==> src/rtl/multicycle_control.sv <==
// Main sequencing FSM for the multi-cycle RV32I datapath: fetch, decode, execute,
// memory and writeback, plus the 2-bit alu_op handed to the ALU-control decoder.
module multicycle_control (
    input  logic       clk,
    input  logic       rst_n,
    input  logic [6:0] opcode,
    input  logic       mem_ready,
    input  logic       br_cond,
    output logic [1:0] alu_op,
    output logic [1:0] alu_src_a,
    output logic [1:0] alu_src_b,
    output logic [1:0] result_src,
    output logic       adr_src,
    output logic       mem_read,
    output logic       mem_write,
    output logic       ir_write,
    output logic       pc_write,
    output logic       reg_write,
    output logic       illegal,
    output logic [3:0] state
);

    typedef enum logic [3:0] {
        FETCH   = 4'd0,
        DECODE  = 4'd1,
        MEMADR  = 4'd2,
        MEMRD   = 4'd3,
        MEMWB   = 4'd4,
        MEMWR   = 4'd5,
        EXECR   = 4'd6,
        EXECI   = 4'd7,
        ALUWB   = 4'd8,
        BRANCH  = 4'd9,
        ILLEGAL = 4'd15
    } state_t;

    localparam logic [6:0] OP_LOAD   = 7'b0000011;
    localparam logic [6:0] OP_STORE  = 7'b0100011;
    localparam logic [6:0] OP_RTYPE  = 7'b0110011;
    localparam logic [6:0] OP_ITYPE  = 7'b0010011;
    localparam logic [6:0] OP_BRANCH = 7'b1100011;

    state_t cur;

    assign state = cur;

    always_ff @(posedge clk or negedge rst_n) begin
        if (!rst_n) begin
            cur <= FETCH;
        end else begin
            case (cur)
                FETCH:   if (mem_ready) cur <= DECODE;
                DECODE: begin
                    case (opcode)
                        OP_LOAD, OP_STORE: cur <= MEMADR;
                        OP_RTYPE:          cur <= EXECR;
                        OP_ITYPE:          cur <= EXECI;
                        OP_BRANCH:         cur <= BRANCH;
                        default:           cur <= ILLEGAL;
                    endcase
                end
                MEMADR:  cur <= (opcode == OP_LOAD) ? MEMRD : MEMWR;
                MEMRD:   if (mem_ready) cur <= MEMWB;
                MEMWB:   cur <= FETCH;
                MEMWR:   if (mem_ready) cur <= FETCH;
                EXECR:   cur <= ALUWB;
                EXECI:   cur <= ALUWB;
                ALUWB:   cur <= FETCH;
                BRANCH:  cur <= FETCH;
                ILLEGAL: cur <= ILLEGAL;
                default: cur <= ILLEGAL;
            endcase
        end
    end

    // Moore decode of the state register; only the memory/branch strobes look at inputs.
    always_comb begin
        alu_op     = 2'b00;
        alu_src_a  = 2'b00;
        alu_src_b  = 2'b00;
        result_src = 2'b00;
        adr_src    = 1'b0;
        mem_read   = 1'b0;
        mem_write  = 1'b0;
        ir_write   = 1'b0;
        pc_write   = 1'b0;
        reg_write  = 1'b0;
        illegal    = 1'b0;
        case (cur)
            FETCH: begin
                mem_read   = 1'b1;
                alu_src_b  = 2'b10;
                result_src = 2'b10;
                ir_write   = mem_ready;
                pc_write   = mem_ready;
            end
            DECODE: begin
                alu_src_a = 2'b01;
                alu_src_b = 2'b01;
            end
            MEMADR: begin
                alu_src_a = 2'b10;
                alu_src_b = 2'b01;
            end
            MEMRD: begin
                adr_src  = 1'b1;
                mem_read = 1'b1;
            end
            MEMWB: begin
                result_src = 2'b01;
                reg_write  = 1'b1;
            end
            MEMWR: begin
                adr_src   = 1'b1;
                mem_write = 1'b1;
            end
            EXECR: begin
                alu_src_a = 2'b10;
                alu_op    = 2'b10;
            end
            EXECI: begin
                alu_src_a = 2'b10;
                alu_src_b = 2'b01;
                alu_op    = 2'b11;
            end
            ALUWB:   reg_write = 1'b1;
            BRANCH: begin
                alu_src_a = 2'b10;
                alu_op    = 2'b01;
                pc_write  = br_cond;
            end
            ILLEGAL: illegal = 1'b1;
            default: ;
        endcase
    end

endmodule
==> config.mk <==
export PLATFORM = sky130hd
export DESIGN_NAME = multicycle_control
export DESIGN_NICKNAME = d
export VERILOG_FILES = /design/src/rtl/multicycle_control.sv
export SDC_FILE = /design/constraint.sdc
export NUM_CORES = 1
export LEC_CHECK = 0
export CORE_MARGIN = 5
export CORE_UTILIZATION = 37
export DETAILED_ROUTE_END_ITERATION = 10
export PLACE_DENSITY = 0.9
export SLEW_MARGIN = 20
export SYNTH_ARGS = -nofsm -noshare
export SYNTH_HDL_FRONTEND = slang
export SYNTH_SLANG_ARGS = --single-unit
==> constraint.sdc <==
create_clock -name clk -period 1.6 [get_ports clk]
set_input_delay 0.24 -clock clk [delete_from_list [all_inputs] [get_ports clk]]
set_output_delay 0.24 -clock clk [all_outputs]
set_load 0.05 [all_outputs]
==> qor.tcl, run 1 <==
set qor(synth_fp_nets) 86
set qor(synthFlopType) {dfrtp_1}
set qor(width_of_the_chip_um) 47.64
set qor(netlist_area_sq_um) 524.3
set qor(synth_area_leader_cell) {dfrtp_1}
set qor(toolErrorMsg) {[ERROR DPL-0038] Utilization greater than 100%, impossible to legalize}
set qor(place_congestion) 0.9191
set qor(ys_seq_area_share_pct) 19.09
set qor(synth_top_area_share_pct) 19.09
set qor(std_cell_rows) 13
set qor(yosys_warnings) 0
set qor(synth-async-reset-ratio_pct) 100.0
set qor(postSynthAreaPerCell_sq_um) 6.990
set qor(synth_enable_flop_cells) 0
set qor(synth.lib_cells_used.distinct) 30
set qor(fp.dieH_um) 47.64
set qor(stop_stage) {detailed placement}
set qor(synthCells) 75
set qor(post_synth_main_area_contributors) {dfrtp_1 (19%), nor2_1 (7.9%), nor3_1 (6.7%)}
set qor(yosys_register_bits) 4
set qor(io_pins) 30
set qor(status) {stopped before the end}
set qor(floorplan.initialDensity_pct) 39.79
set qor(portBuffers) 29
kinds of logic after synthesis:
kind of cell	count (synthesis)	share of synthesized area, %
and+or+nand+nor	39	43.20
AOI/OAI and AO/OA	20	25.30
buffers and inverters	9	7.159
DFF	4	19.09
xor gates and xnor gates	2	3.342
muxes	1	1.909
Yosys cell counts, types with 2 or more instances:
| library cell | number |
|---|---|
| nand2b_1 | 3 |
| o21ai_0 | 6 |
| nand2_1 | 6 |
| nor3_1 | 7 |
| nor4_1 | 4 |
| nor2_1 | 11 |
| o221ai_1 | 2 |
| xnor2_1 | 2 |
| buf_2 | 3 |
| a21oi_1 | 4 |
| inv_1 | 4 |
| dfrtp_1 | 4 |
| clkbuf_1 | 2 |
through the flow:
step              instance area, sq um  setup WS (ns)
floorplan                        765.7        -0.4315
global placement                  1338        -0.1462
==> run 2: changes to the inputs <==
CORE_AREA = 5 5 66 68   (was unset)
CORE_MARGIN = unset   (was 5)
CORE_UTILIZATION = unset   (was 37)
DIE_AREA = 0 0 71 73   (was unset)
PLACE_DENSITY = unset   (was 0.9)
PLACE_DENSITY_LB_ADDON = 0.15   (was unset)
==> run 2 against run 1 <==
- area after synthesis stayed put
- synthesized cell count unchanged
- the flow now finishes, with violations (negative setup slack)
==> qor.tcl, run 2 <==
set qor(status) {finished with violations} ;# was stopped before the end
set qor(violations) {negative setup slack}
set qor(most_used_standard_cells_in_the_synthesized_netlist) {nor2_1 (11), nor3_1 (7), nand2_1 (6), o21ai_0 (6)} ;# unchanged
set qor(fraction_of_final_layout_cells_sized_beyond_drive_strength_1_pct) 69.23
set qor(synth_fp_nets) 86 ;# unchanged
set qor(yosys_warnings) 0 ;# unchanged
set qor(report.final.setup_viol) 12
set qor(worstSetupPathType) {reg2out}
set qor(clock_tree.root_cell) {clkbuf_8}
set qor(synth_enable_flop_cells) 0 ;# unchanged
set qor(grt_first_pass_wirelength_um) 3988
set qor(timing.max_slew.rel_slack_pct) 80.44
set qor(die_area_sq_mm) 0.005183
set qor(route.antenna.remaining_nets) 0
set qor(netlist_area_sq_um) 524.3 ;# unchanged
set qor(fmax_mhz) 598.4
set qor(maxSlewViolCount) 0
set qor(detailroute.via_count) 857
set qor(final_cell_mix) {buf_4 (27), buf_12 (23), clkdlybuf4s50_1 (10), buf_6 (10), nor2_4 (8)}
set qor(combinationalPowerShare_pct) 15.3
set qor(timing_hold_violations_final) 0
set qor(drt_drc_violations_left) 0
set qor(width_of_the_chip_um) 71 ;# was 47.64 um
set qor(cts_tree) {built}
set qor(grt_overflow_total) 0
set qor(synthCells) 75 ;# unchanged
set qor(min-delay-path-class) {in2async}
set qor(postSynthAreaPerCell_sq_um) 6.990 ;# unchanged
set qor(timing.rr.start) {state[0]$_DFFE_PN0P_}
set qor(p_leak_nw) 0.7677
set qor(tritoncts_buffer_count) 3
set qor(yosys_register_bits) 4 ;# unchanged
set qor(portBuffers) 29 ;# unchanged
set qor(post_synth_main_area_contributors) {dfrtp_1 (19%), nor2_1 (7.9%), nor3_1 (6.7%)} ;# unchanged
set qor(cts_hold_bufs) 0
set qor(rsz0062_at_grt) {yes}
set qor(timing.critical_path.cells) {nand2b_4 > nand2_4 > nor2_4 > a211oi_4 > buf_12}
set qor(grt_antenna_before_repair) 0
set qor(timing.setup.tns_ns) -0.3362
set qor(grt_start_max_net_pins) 10
set qor(drt-vias-per-instance) 4.440
set qor(place_congestion) 0.8750 ;# was 0.9191
set qor(detail_route.wl_per_cell_um) 12.28
set qor(global_route.usage.total_pct) 9.667
set qor(hold_ws_ns) 0.2273
set qor(p_sw_mw) 0.06777
set qor(post-route-worst-setup-slack_ns) -0.07119
set qor(ys_seq_area_share_pct) 19.09 ;# unchanged
set qor(period_needed_ns) 1.671
set qor(ir_worst_vdd_uv) 168.2
set qor(synth.lib_cells_used.distinct) 30 ;# unchanged
set qor(worst_ep_arrival_time_ns) 1.43
set qor(crit_path_max_fanout) 8
set qor(power_report.internal_total_mw) 0.2984
set qor(drt_pass1_iterations) 4
set qor(worst-slew-pin-transition_ns) 0.2907
set qor(timing.clock.skew_ns) 0.001645
set qor(max-cap-violations) 0
set qor(synthFlopType) {dfrtp_1} ;# unchanged
set qor(wl_um) 2370
set qor(num-fill-cells) 373
set qor(io_pins) 30 ;# unchanged
set qor(power.sequential.fraction_pct) 27.8
set qor(final_common_cell) {buf_4}
set qor(final_instance_area_sq_mm) 0.001725
set qor(cts.path.max_buffers) 2
set qor(crit_path_start) {state[0]$_DFFE_PN0P_}
set qor(timing.critical_path.to_type) {output port}
set qor(critical_path_required_ns) 1.36
set qor(core-area_sq_mm) 0.003799
set qor(critical-path-max-stage-delay_ns) 0.47
set qor(diodes) 0
set qor(synth-async-reset-ratio_pct) 100.0 ;# unchanged
set qor(cp-start-kind) {flop}
set qor(path_clk_slew_ns) 0.03
set qor(grt_pass1_vias) 874
set qor(final_nets) 156
set qor(cts_num_sinks) 4
set qor(p_clk_share_pct) 56.9
set qor(insertion_delay_ns) 0.21
set qor(drtIter0Drc) 41
set qor(switching_part_of_the_total_pct) 18.51
set qor(place_area_sq_mm) 0.001391
set qor(std_cell_rows) 23 ;# was 13
set qor(number_of_h_tree_levels) 1
set qor(cpMaxStageDelayCell) {dfrtp_2}
set qor(synth_top_area_share_pct) 19.09 ;# unchanged
set qor(largest_reg_flops) 4
set qor(final.period_utilization_pct) 104.4
set qor(synth_area_leader_cell) {dfrtp_1} ;# unchanged
set qor(synth.most_common_cell) {nor2_1} ;# unchanged
set qor(power.density_mw_per_mm2) 212.2
set qor(synthToLayoutAreaGrowth_pct) 229.1
set qor(fp.dieH_um) 73 ;# was 47.64 um
set qor(floorplan.initialDensity_pct) 13.80 ;# was 39.79%
set qor(hpwlAfterDp_um) 1794
==> run 2: cell counts after synthesis <==
No cell type changed its count.
==> run 2: what timing repair did <==
item | 4_1_cts | 5_1_grt
setup endpoints to repair | 13 | 16
gates resized for setup | 17 | 8
pin swaps | 12 | 5
setup buffers | 18 | 2
==> run 2: logic make-up after synthesis <==
logic type / count (synthesis) / share of synthesized area (%)
buf+inv: 9 / 7.159
simple gates: 39 / 43.20
mux: 1 / 1.909
flops: 4 / 19.09
xor+xnor: 2 / 3.342
compound gates: 20 / 25.30
==> run 2: power groups by stage <==
| stage | clock network, mW | registers [mW] | logic (mW) |
|---|---|---|---|
| finish | 0.208 | 0.102 | 0.0561 |
| global placement | 0 | 0.103 | 0.0554 |
| CTS | 0.209 | 0.102 | 0.0560 |
| global route | 0.221 | 0.102 | 0.0599 |
| detailed placement | 0 | 0.103 | 0.0558 |
| floorplan | 0 | 0.103 | 0.00947 |
==> run 2: routing by layer <==
| metal | GRT usage, % | part of all wire, % | wire length (um) |
|---|---|---|---|
| met1 | 11.07 | 38 | 898 |
| met3 | 2.342 | 6.6 | 157 |
| met4 | 4.384 | 1.1 | 25 |
| met2 | 16.99 | 54 | 1288 |
| met5 | 0 | 0 | 0 |
==> run 2: critical path: cells and delay by family, from the launching register on <==
family / cells / cell delay, ns
DFF: 1 / 0.47
and+or+nand+nor: 3 / 0.33
AOI/OAI and AO/OA: 1 / 0.24
buffers and inverters: 1 / 0.17
==> run 2: layout make-up <==
cell class / instances / area (sq um) / share of cell area (%)
multi-input cells: 62 / 618.1 / 35.82
clock buffers: 3 / 41.29 / 2.393
inverters: 4 / 20.02 / 1.160
flip-flops and latches: 4 / 107.6 / 6.236
repair buffers: 70 / 875.8 / 50.76
well taps: 50 / 62.56 / 3.626
==> run 2: path summary, 6_finish.rpt <==
kind                                             end  slack (ns)  cells past startpoint
worst max-delay path                    alu_src_b[0]       -0.07                      5
worst min-delay path            state[0]$_DFFE_PN0P_        0.23                      1
worst max register to register  state[0]$_DFFE_PN0P_        0.02                      5
worst min register to register  state[2]$_DFFE_PN0P_        0.74                      2
max in group asynchronous       state[3]$_DFFE_PN0P_        1.19                      1
min in group clk                state[2]$_DFFE_PN0P_        0.74                      2
==> run 2: stage by stage <==
| step | util, % | instances | worst slack (ns) | power, mW |
|---|---|---|---|---|
| 3_3_place_gp | 36.63 | 170 | -0.1765 | 0.1585 |
| 4_1_cts | 43.51 | 191 | -0.06518 | 0.3667 |
| 2_1_floorplan | - | 75 | -0.4315 | 0.1125 |
| 6_report | 45.42 | 193 | -0.07119 | 0.3661 |
| 3_5_place_dp | 36.63 | 170 | -0.2116 | 0.1588 |
| 5_1_grt | 45.42 | 193 | -0.1234 | 0.3827 |
(Power assumes the default switching activity.)
==> run 3: changes to the inputs <==
CORE_AREA = 2 2 63 65   (was 5 5 66 68)
DIE_AREA = 0 0 65 67   (was 0 0 71 73)
clock period = 1.37 ns   (was 1.6 ns; I/O delays follow)
==> run 3 against run 2 <==
- the flow still finishes with violations (negative setup slack)
- sequential share of layout area shrank 0.58 points
- global-route usage is 3.8 points higher
- non-clock buffer count increased by 9
- sequential power up 17%
- worst setup slack worse by 0.23 ns
- first-iteration DRC count fell by 17%
- register-to-register slack got worse by 0.15 ns
- cell count is 3.6% higher
- clock skew fell by 0.00051 ns
- cell area increased by 10%
- combinational power is 9.8% higher
- total power increased by 19%
- largest cell class unchanged
==> qor.tcl, run 3 (synthesis results as in run 2) <==
set qor(worst-r2r-setup-slack_ns) -0.13 ;# was 0.02 ns
set qor(p_leak_nw) 0.8615 ;# was 0.7677 nW
set qor(final_nets) 165 ;# was 156
set qor(place_congestion) 0.8875 ;# was 0.8750
set qor(reg2regPathDepth) 7 ;# was 5
set qor(rsz0062_at_grt) {yes} ;# unchanged
set qor(diodes) 0 ;# unchanged
set qor(cts_tree) {built} ;# unchanged
set qor(synthToLayoutAreaGrowth_pct) 262.8 ;# was 229.1%
set qor(detailroute.via_count) 865 ;# was 857
set qor(grt_overflow_total) 0 ;# unchanged
set qor(period_needed_ns) 1.667
set qor(worst_ep_arrival_time_ns) 1.46 ;# was 1.43 ns
set qor(drt-vias-per-instance) 4.325 ;# was 4.440
set qor(post-route-worst-setup-slack_ns) -0.2975 ;# was -0.07119 ns
set qor(status) {finished with violations} ;# unchanged
set qor(critical_path_required_ns) 1.16 ;# was 1.36 ns
set qor(drt_drc_violations_left) 0 ;# unchanged
set qor(critical-path-max-stage-delay_ns) 0.52 ;# was 0.47 ns
set qor(detail_route.wl_per_cell_um) 12.79 ;# was 12.28 um
set qor(crit_top_cell) {buf_6}
set qor(report.final.setup_viol) 21 ;# was 12
set qor(max-cap-violations) 0 ;# unchanged
set qor(final.period_utilization_pct) 121.7
set qor(finalPower_mw) 0.4369 ;# was 0.3661 mW
set qor(route.antenna.remaining_nets) 0 ;# unchanged
set qor(utilization_pct) 52.74 ;# was 45.42%
set qor(crit_path_start) {state[3]$_DFFE_PN0P_} ;# was state[0]$_DFFE_PN0P_
set qor(grt_pass1_vias) 951 ;# was 874
set qor(number_of_h_tree_levels) 1 ;# unchanged
set qor(cts_num_sinks) 4 ;# unchanged
set qor(worst_setup_path_endpoint) {alu_src_b[0]} ;# unchanged
set qor(worstSetupPathType) {reg2out} ;# unchanged
set qor(worst-slew-pin-transition_ns) 0.2653 ;# was 0.2907 ns
set qor(width_of_the_chip_um) 65 ;# was 71 um
set qor(cts_hold_bufs) 0 ;# unchanged
set qor(hold_ws_ns) 0.1896 ;# was 0.2273 ns
set qor(power.density_mw_per_mm2) 229.7 ;# was 212.2 mW/mm^2
set qor(final_cell_mix) {buf_4 (25), buf_12 (23), buf_6 (18)} ;# was buf_4 (27), buf_12 (23), clkdlybuf4s50_1 (10), buf_6 (10), nor2_4 (8)
set qor(timing.critical_path.to_type) {output port} ;# unchanged
set qor(fraction_of_final_layout_cells_sized_beyond_drive_strength_1_pct) 76.32 ;# was 69.23%
set qor(die_area_sq_mm) 0.004355 ;# was 0.005183 sq mm
set qor(fp.dieH_um) 67 ;# was 73 um
set qor(violations) {negative setup slack} ;# unchanged
set qor(fmax_mhz) 599.7
set qor(clock_tree.root_cell) {clkbuf_8} ;# unchanged
set qor(std_cell_rows) 22 ;# was 23
set qor(cp-start-kind) {flop} ;# unchanged
set qor(timing.clock.skew_ns) 0.001133 ;# was 0.001645 ns
set qor(largest_reg_flops) 4 ;# unchanged
set qor(instances_no_fill) 200 ;# was 193
set qor(worst_r2r_endpoint) {state[2]$_DFFE_PN0P_} ;# was state[0]$_DFFE_PN0P_
set qor(tritoncts_buffer_count) 3 ;# unchanged
set qor(timing.max_slew.rel_slack_pct) 82.15 ;# was 80.44%
set qor(final_common_cell) {buf_4} ;# unchanged
set qor(path_buf_inv) 3 ;# was 1
set qor(portBuffers) 29 ;# unchanged
set qor(core-area_sq_mm) 0.003606 ;# was 0.003799 sq mm
set qor(wl_um) 2558 ;# was 2370 um
set qor(io_pins) 30 ;# unchanged
set qor(ir_worst_vdd_uv) 121.8 ;# was 168.2 uV
set qor(grt_antenna_before_repair) 0 ;# unchanged
set qor(min-delay-path-class) {in2async} ;# unchanged
set qor(timing_hold_violations_final) 0 ;# unchanged
set qor(timing.rr.start) {state[2]$_DFFE_PN0P_} ;# was state[0]$_DFFE_PN0P_
set qor(drt_pass1_iterations) 3 ;# was 4
set qor(floorplan.initialDensity_pct) 14.54 ;# was 13.80%
set qor(crit_family) {flip-flops} ;# unchanged
set qor(insertion_delay_ns) 0.22 ;# was 0.21 ns
set qor(timing.critical_path.depth) 4 ;# was 5
set qor(grt_start_max_net_pins) 9 ;# was 10
set qor(timing.critical_path.cells) {buf_6 > buf_6 > a211oi_4 > buf_12} ;# was nand2b_4 > nand2_4 > nor2_4 > a211oi_4 > buf_12
set qor(cpMaxStageDelayCell) {dfrtp_4} ;# was dfrtp_2
set qor(cts.path.max_buffers) 2 ;# unchanged
set qor(hpwlAfterDp_um) 1842 ;# was 1794 um
set qor(cell_count_post_placement) 181 ;# was 170
set qor(crit_path_max_fanout) 7 ;# was 8
set qor(drtIter0Drc) 34 ;# was 41
set qor(post-place-ws_ns) -0.3837 ;# was -0.2116 ns
set qor(global_route.usage.total_pct) 13.47 ;# was 9.667%
set qor(grt_first_pass_wirelength_um) 4381 ;# was 3988 um
set qor(path_clk_slew_ns) 0.03 ;# about the same
set qor(maxSlewViolCount) 0 ;# unchanged
run 3: cell types whose count changed in the layout (fill, tap and decap cells not counted), sizes merged:
| cell | delta |
|---|---|
| clkdlybuf4s50 | -6 |
| dlygate4sd2 | +6 |
| buf | +9 |
run 3: cell type report:
type	instances	area, sq um
Multi-Input combinational cell	62	686.9
Inverter	4	17.52
Timing Repair Buffer	79	988.4
Clock buffer	3	41.29
Fill cell	336	1704
Tap cell	48	60.06
Sequential cell	4	107.6
run 3: power by group:
| part | internal [mW] | total (mW) | switching [mW] |
|---|---|---|---|
| registers | 0.119 | 0.119 | 0 |
| logic | 0.0374 | 0.0616 | 0.0242 |
| clock network | 0.188 | 0.256 | 0.0685 |
run 3: metal layers:
| layer | track usage, % | part of all wire (%) | up-vias |
|---|---|---|---|
| met5 | 0 | 0 | - |
| met2 | 25.13 | 56 | 27 |
| met1 | 13.95 | 36 | 402 |
| met4 | 9.574 | 3.0 | 0 |
| li1 | - | - | 430 |
| met3 | 1.520 | 4.5 | 6 |
run 3: what timing repair did:
item                                    4_1_cts  5_1_grt
pin swaps                                    22       12
endpoints found under the setup margin       19       22
buffers inserted                             13        4
cloned                                        0        0
resized for setup                            45        6
run 3: worst min-delay path by stage:
stage	slack, ns	end	cells past startpoint
detailed placement	0.43	state[3]$_DFFE_PN0P_	1
CTS	0.20	state[2]$_DFFE_PN0P_	1
floorplan	-0.09	state[0]$_DFFE_PN0P_	0
global placement	0.42	state[3]$_DFFE_PN0P_	1
global route	0.21	state[2]$_DFFE_PN0P_	1
finish	0.19	state[2]$_DFFE_PN0P_	1
run 3: through the flow:
| stage | setup TNS (ns) | cell area, sq um |
|---|---|---|
| 3_5_place_dp | -1.438 | 1533 |
| 5_1_grt | -4.684 | 1902 |
| 3_3_place_gp | -1.369 | 1533 |
| 4_1_cts | -3.768 | 1856 |
| 6_report | -3.668 | 1902 |
| 2_1_floorplan | -4.248 | 803.3 |
==> run 4: changes to the inputs <==
CTS_CLUSTER_SIZE = 10   (was unset)
SETUP_SLACK_MARGIN = 0.02   (was unset)
SLEW_MARGIN = unset   (was 20)
==> run 4 against run 3 <==
- the flow still finishes with violations (negative setup slack)
- cell area shrank 1.1%
- register-to-register slack lost 0.02 ns
- critical path depth grew 1
- total power shrank 1.8%
- combinational power grew 1%
- count of clock-buffer cells in the layout is the same
- clock power shrank 3%
- sequential share of layout area grew 0.064 points
- clock skew grew 0.0016 ns
- first-iteration DRC count shrank 68%
- die area is the same
- critical path type unchanged
- largest power group unchanged
==> qor.tcl, run 4 (synthesis results as in run 2) <==
set qor(status) {finished with violations} ;# unchanged
set qor(violations) {negative setup slack} ;# unchanged
set qor(ir_worst_vdd_uv) 166.2 ;# was 121.8 uV
set qor(timing.critical_path.to_type) {output port} ;# unchanged
set qor(place_congestion) 0.8809 ;# was 0.8875
set qor(timing.rr.start) {state[1]$_DFFE_PN0P_} ;# was state[2]$_DFFE_PN0P_
set qor(final_nets) 167 ;# was 165
set qor(num-fill-cells) 329 ;# was 336
set qor(p_leak_nw) 0.8480 ;# was 0.8615 nW
set qor(post-route-worst-setup-slack_ns) -0.2648 ;# was -0.2975 ns
set qor(die_area_sq_mm) 0.004355 ;# unchanged
set qor(detail_route.wl_per_cell_um) 12.11 ;# was 12.79 um
set qor(cts_num_sinks) 4 ;# unchanged
set qor(drt-vias-per-instance) 4.351 ;# was 4.325
set qor(cts_tree) {built} ;# unchanged
set qor(cts.path.max_buffers) 2 ;# unchanged
set qor(timing.clock.skew_ns) 0.002714 ;# was 0.001133 ns
set qor(std_cell_rows) 22 ;# unchanged
set qor(route.antenna.remaining_nets) 0 ;# unchanged
set qor(critical_path_required_ns) 1.16 ;# about the same
set qor(clock_tree.root_cell) {clkbuf_8} ;# unchanged
set qor(min-delay-path-class) {in2async} ;# unchanged
set qor(grt_first_pass_wirelength_um) 4181 ;# was 4381 um
set qor(post-place-ws_ns) -0.3990 ;# was -0.3837 ns
set qor(final_instance_area_sq_mm) 0.001881 ;# was 0.001902 sq mm
set qor(largest_reg_flops) 4 ;# unchanged
set qor(grt_pass1_vias) 944 ;# was 951
set qor(reg2regPathDepth) 4 ;# was 7
set qor(crit_path_max_fanout) 6 ;# was 7
set qor(drtIter0Drc) 11 ;# was 34
set qor(period_needed_ns) 1.635 ;# was 1.667 ns
set qor(global_route.usage.total_pct) 12.33 ;# was 13.47%
set qor(fp.dieH_um) 67 ;# unchanged
set qor(crit_path_start) {state[0]$_DFFE_PN0P_} ;# was state[3]$_DFFE_PN0P_
set qor(report.final.setup_viol) 20 ;# was 21
set qor(insertion_delay_ns) 0.22 ;# about the same
set qor(timing.max_slew.rel_slack_pct) 81.75 ;# was 82.15%
set qor(worst-r2r-setup-slack_ns) -0.15 ;# was -0.13 ns
set qor(fmax_mhz) 611.7 ;# was 599.7 MHz
set qor(place_area_sq_mm) 0.001523 ;# was 0.001533 sq mm
set qor(tritoncts_buffer_count) 3 ;# unchanged
set qor(worstSetupPathType) {reg2out} ;# unchanged
set qor(width_of_the_chip_um) 65 ;# unchanged
set qor(fraction_of_final_layout_cells_sized_beyond_drive_strength_1_pct) 75.97 ;# was 76.32%
set qor(io_pins) 30 ;# unchanged
set qor(worst-slew-pin-transition_ns) 0.2709 ;# was 0.2653 ns
set qor(path_clk_slew_ns) 0.03 ;# about the same
set qor(final_common_cell) {buf_4} ;# unchanged
set qor(grt_start_max_net_pins) 13 ;# was 9
set qor(grt_antenna_before_repair) 0 ;# unchanged
set qor(maxSlewViolCount) 0 ;# unchanged
set qor(hpwlAfterDp_um) 1821 ;# was 1842 um
set qor(number_of_h_tree_levels) 1 ;# unchanged
set qor(power.density_mw_per_mm2) 228.1 ;# was 229.7 mW/mm^2
set qor(worst_ep_arrival_time_ns) 1.43 ;# was 1.46 ns
set qor(wl_um) 2446 ;# was 2558 um
set qor(drt_drc_violations_left) 0 ;# unchanged
set qor(timing_hold_violations_final) 0 ;# unchanged
set qor(final.period_utilization_pct) 119.3 ;# was 121.7%
set qor(diodes) 0 ;# unchanged
set qor(max-cap-violations) 0 ;# unchanged
set qor(worst_r2r_endpoint) {state[0]$_DFFE_PN0P_} ;# was state[2]$_DFFE_PN0P_
set qor(floorplan.initialDensity_pct) 14.54 ;# unchanged
set qor(cp-start-kind) {flop} ;# unchanged
set qor(detailroute.via_count) 879 ;# was 865
set qor(rsz0062_at_grt) {yes} ;# unchanged
set qor(hold_ws_ns) 0.1859 ;# was 0.1896 ns
set qor(utilization_pct) 52.15 ;# was 52.74%
set qor(final_cell_mix) {buf_4 (29), buf_6 (20), buf_12 (20)} ;# was buf_4 (25), buf_12 (23), buf_6 (18)
set qor(portBuffers) 29 ;# unchanged
set qor(synthToLayoutAreaGrowth_pct) 258.7 ;# was 262.8%
set qor(grt_overflow_total) 0 ;# unchanged
set qor(drt_pass1_iterations) 6 ;# was 3
set qor(core-area_sq_mm) 0.003606 ;# unchanged
-- run 4: changes by cell type in the layout (fill, tap and decap cells not counted), moves of 2 or more --
| cell | change |
|---|---|
| nor2_2 | -2 |
| nor2_1 | +3 |
| o21ai_1 | -2 |
| buf_12 | -3 |
| buf_6 | +2 |
| buf_4 | +4 |
-- run 4: stage by stage --
| stage | total power, mW | instances | setup TNS, ns |
|---|---|---|---|
| 5_1_grt | 0.4457 | 202 | -4.616 |
| 6_report | 0.4289 | 202 | -3.591 |
| 3_5_place_dp | 0.1827 | 183 | -1.409 |
| 3_3_place_gp | 0.1826 | 183 | -1.366 |
| 4_1_cts | 0.4252 | 203 | -3.705 |
| 2_1_floorplan | 0.1316 | 75 | -4.247 |
-- run 4: layer usage --
layer  track usage, %  part of all wire [%]
met1            14.04                    39
met2            22.68                    54
met3            2.027                   5.5
met4            5.053                   1.7
met5                0                     0
-- run 4: worst max path at each step --
stage / end / slack, ns / cells after the start
4_1_cts: pc_write / -0.26 / 5
3_5_place_dp: state[0]$_DFFE_PN0P_ / -0.40 / 5
3_3_place_gp: state[0]$_DFFE_PN0P_ / -0.38 / 5
2_1_floorplan: ir_write / -0.63 / 3
6_report: pc_write / -0.26 / 5
5_1_grt: alu_op[0] / -0.31 / 5
-- run 4: cell type report --
class | instances | area, sq um | area share (%)
Tap cell | 48 | 60.06 | 3.194
Inverter | 4 | 17.52 | 0.9315
Sequential cell | 4 | 107.6 | 5.722
Clock buffer | 3 | 41.29 | 2.196
Timing Repair Buffer | 81 | 965.9 | 51.36
Multi-Input combinational cell | 62 | 688.2 | 36.59
-- run 4: critical path, cell delays in order (launching register included) --
cell and delay (ns):
dfrtp_2 0.45, buf_6 0.15, and3_4 0.19, a31oi_4 0.04, nor3_4 0.21, buf_12 0.16
-- run 4: repair_timing --
| item | CTS | global route |
|---|---|---|
| gates resized for setup | 39 | 11 |
| setup buffers | 17 | 1 |
| endpoints found under the setup margin | 19 | 21 |
| endpoints found under the hold margin | 0 | 0 |
| hold buffers | 0 | 0 |
| pin swaps | 15 | 6 |
-- run 4: power breakdown --
| group | total (mW) | internal, mW | leakage [nW] | switching [mW] |
|---|---|---|---|---|
| logic | 0.0623 | 0.0374 | 0.792 | 0.0249 |
| registers | 0.119 | 0.119 | 0.0343 | 0 |
| clock network | 0.248 | 0.187 | 0.0216 | 0.0604 |
| total | 0.429 | 0.344 | 0.848 | 0.0853 |
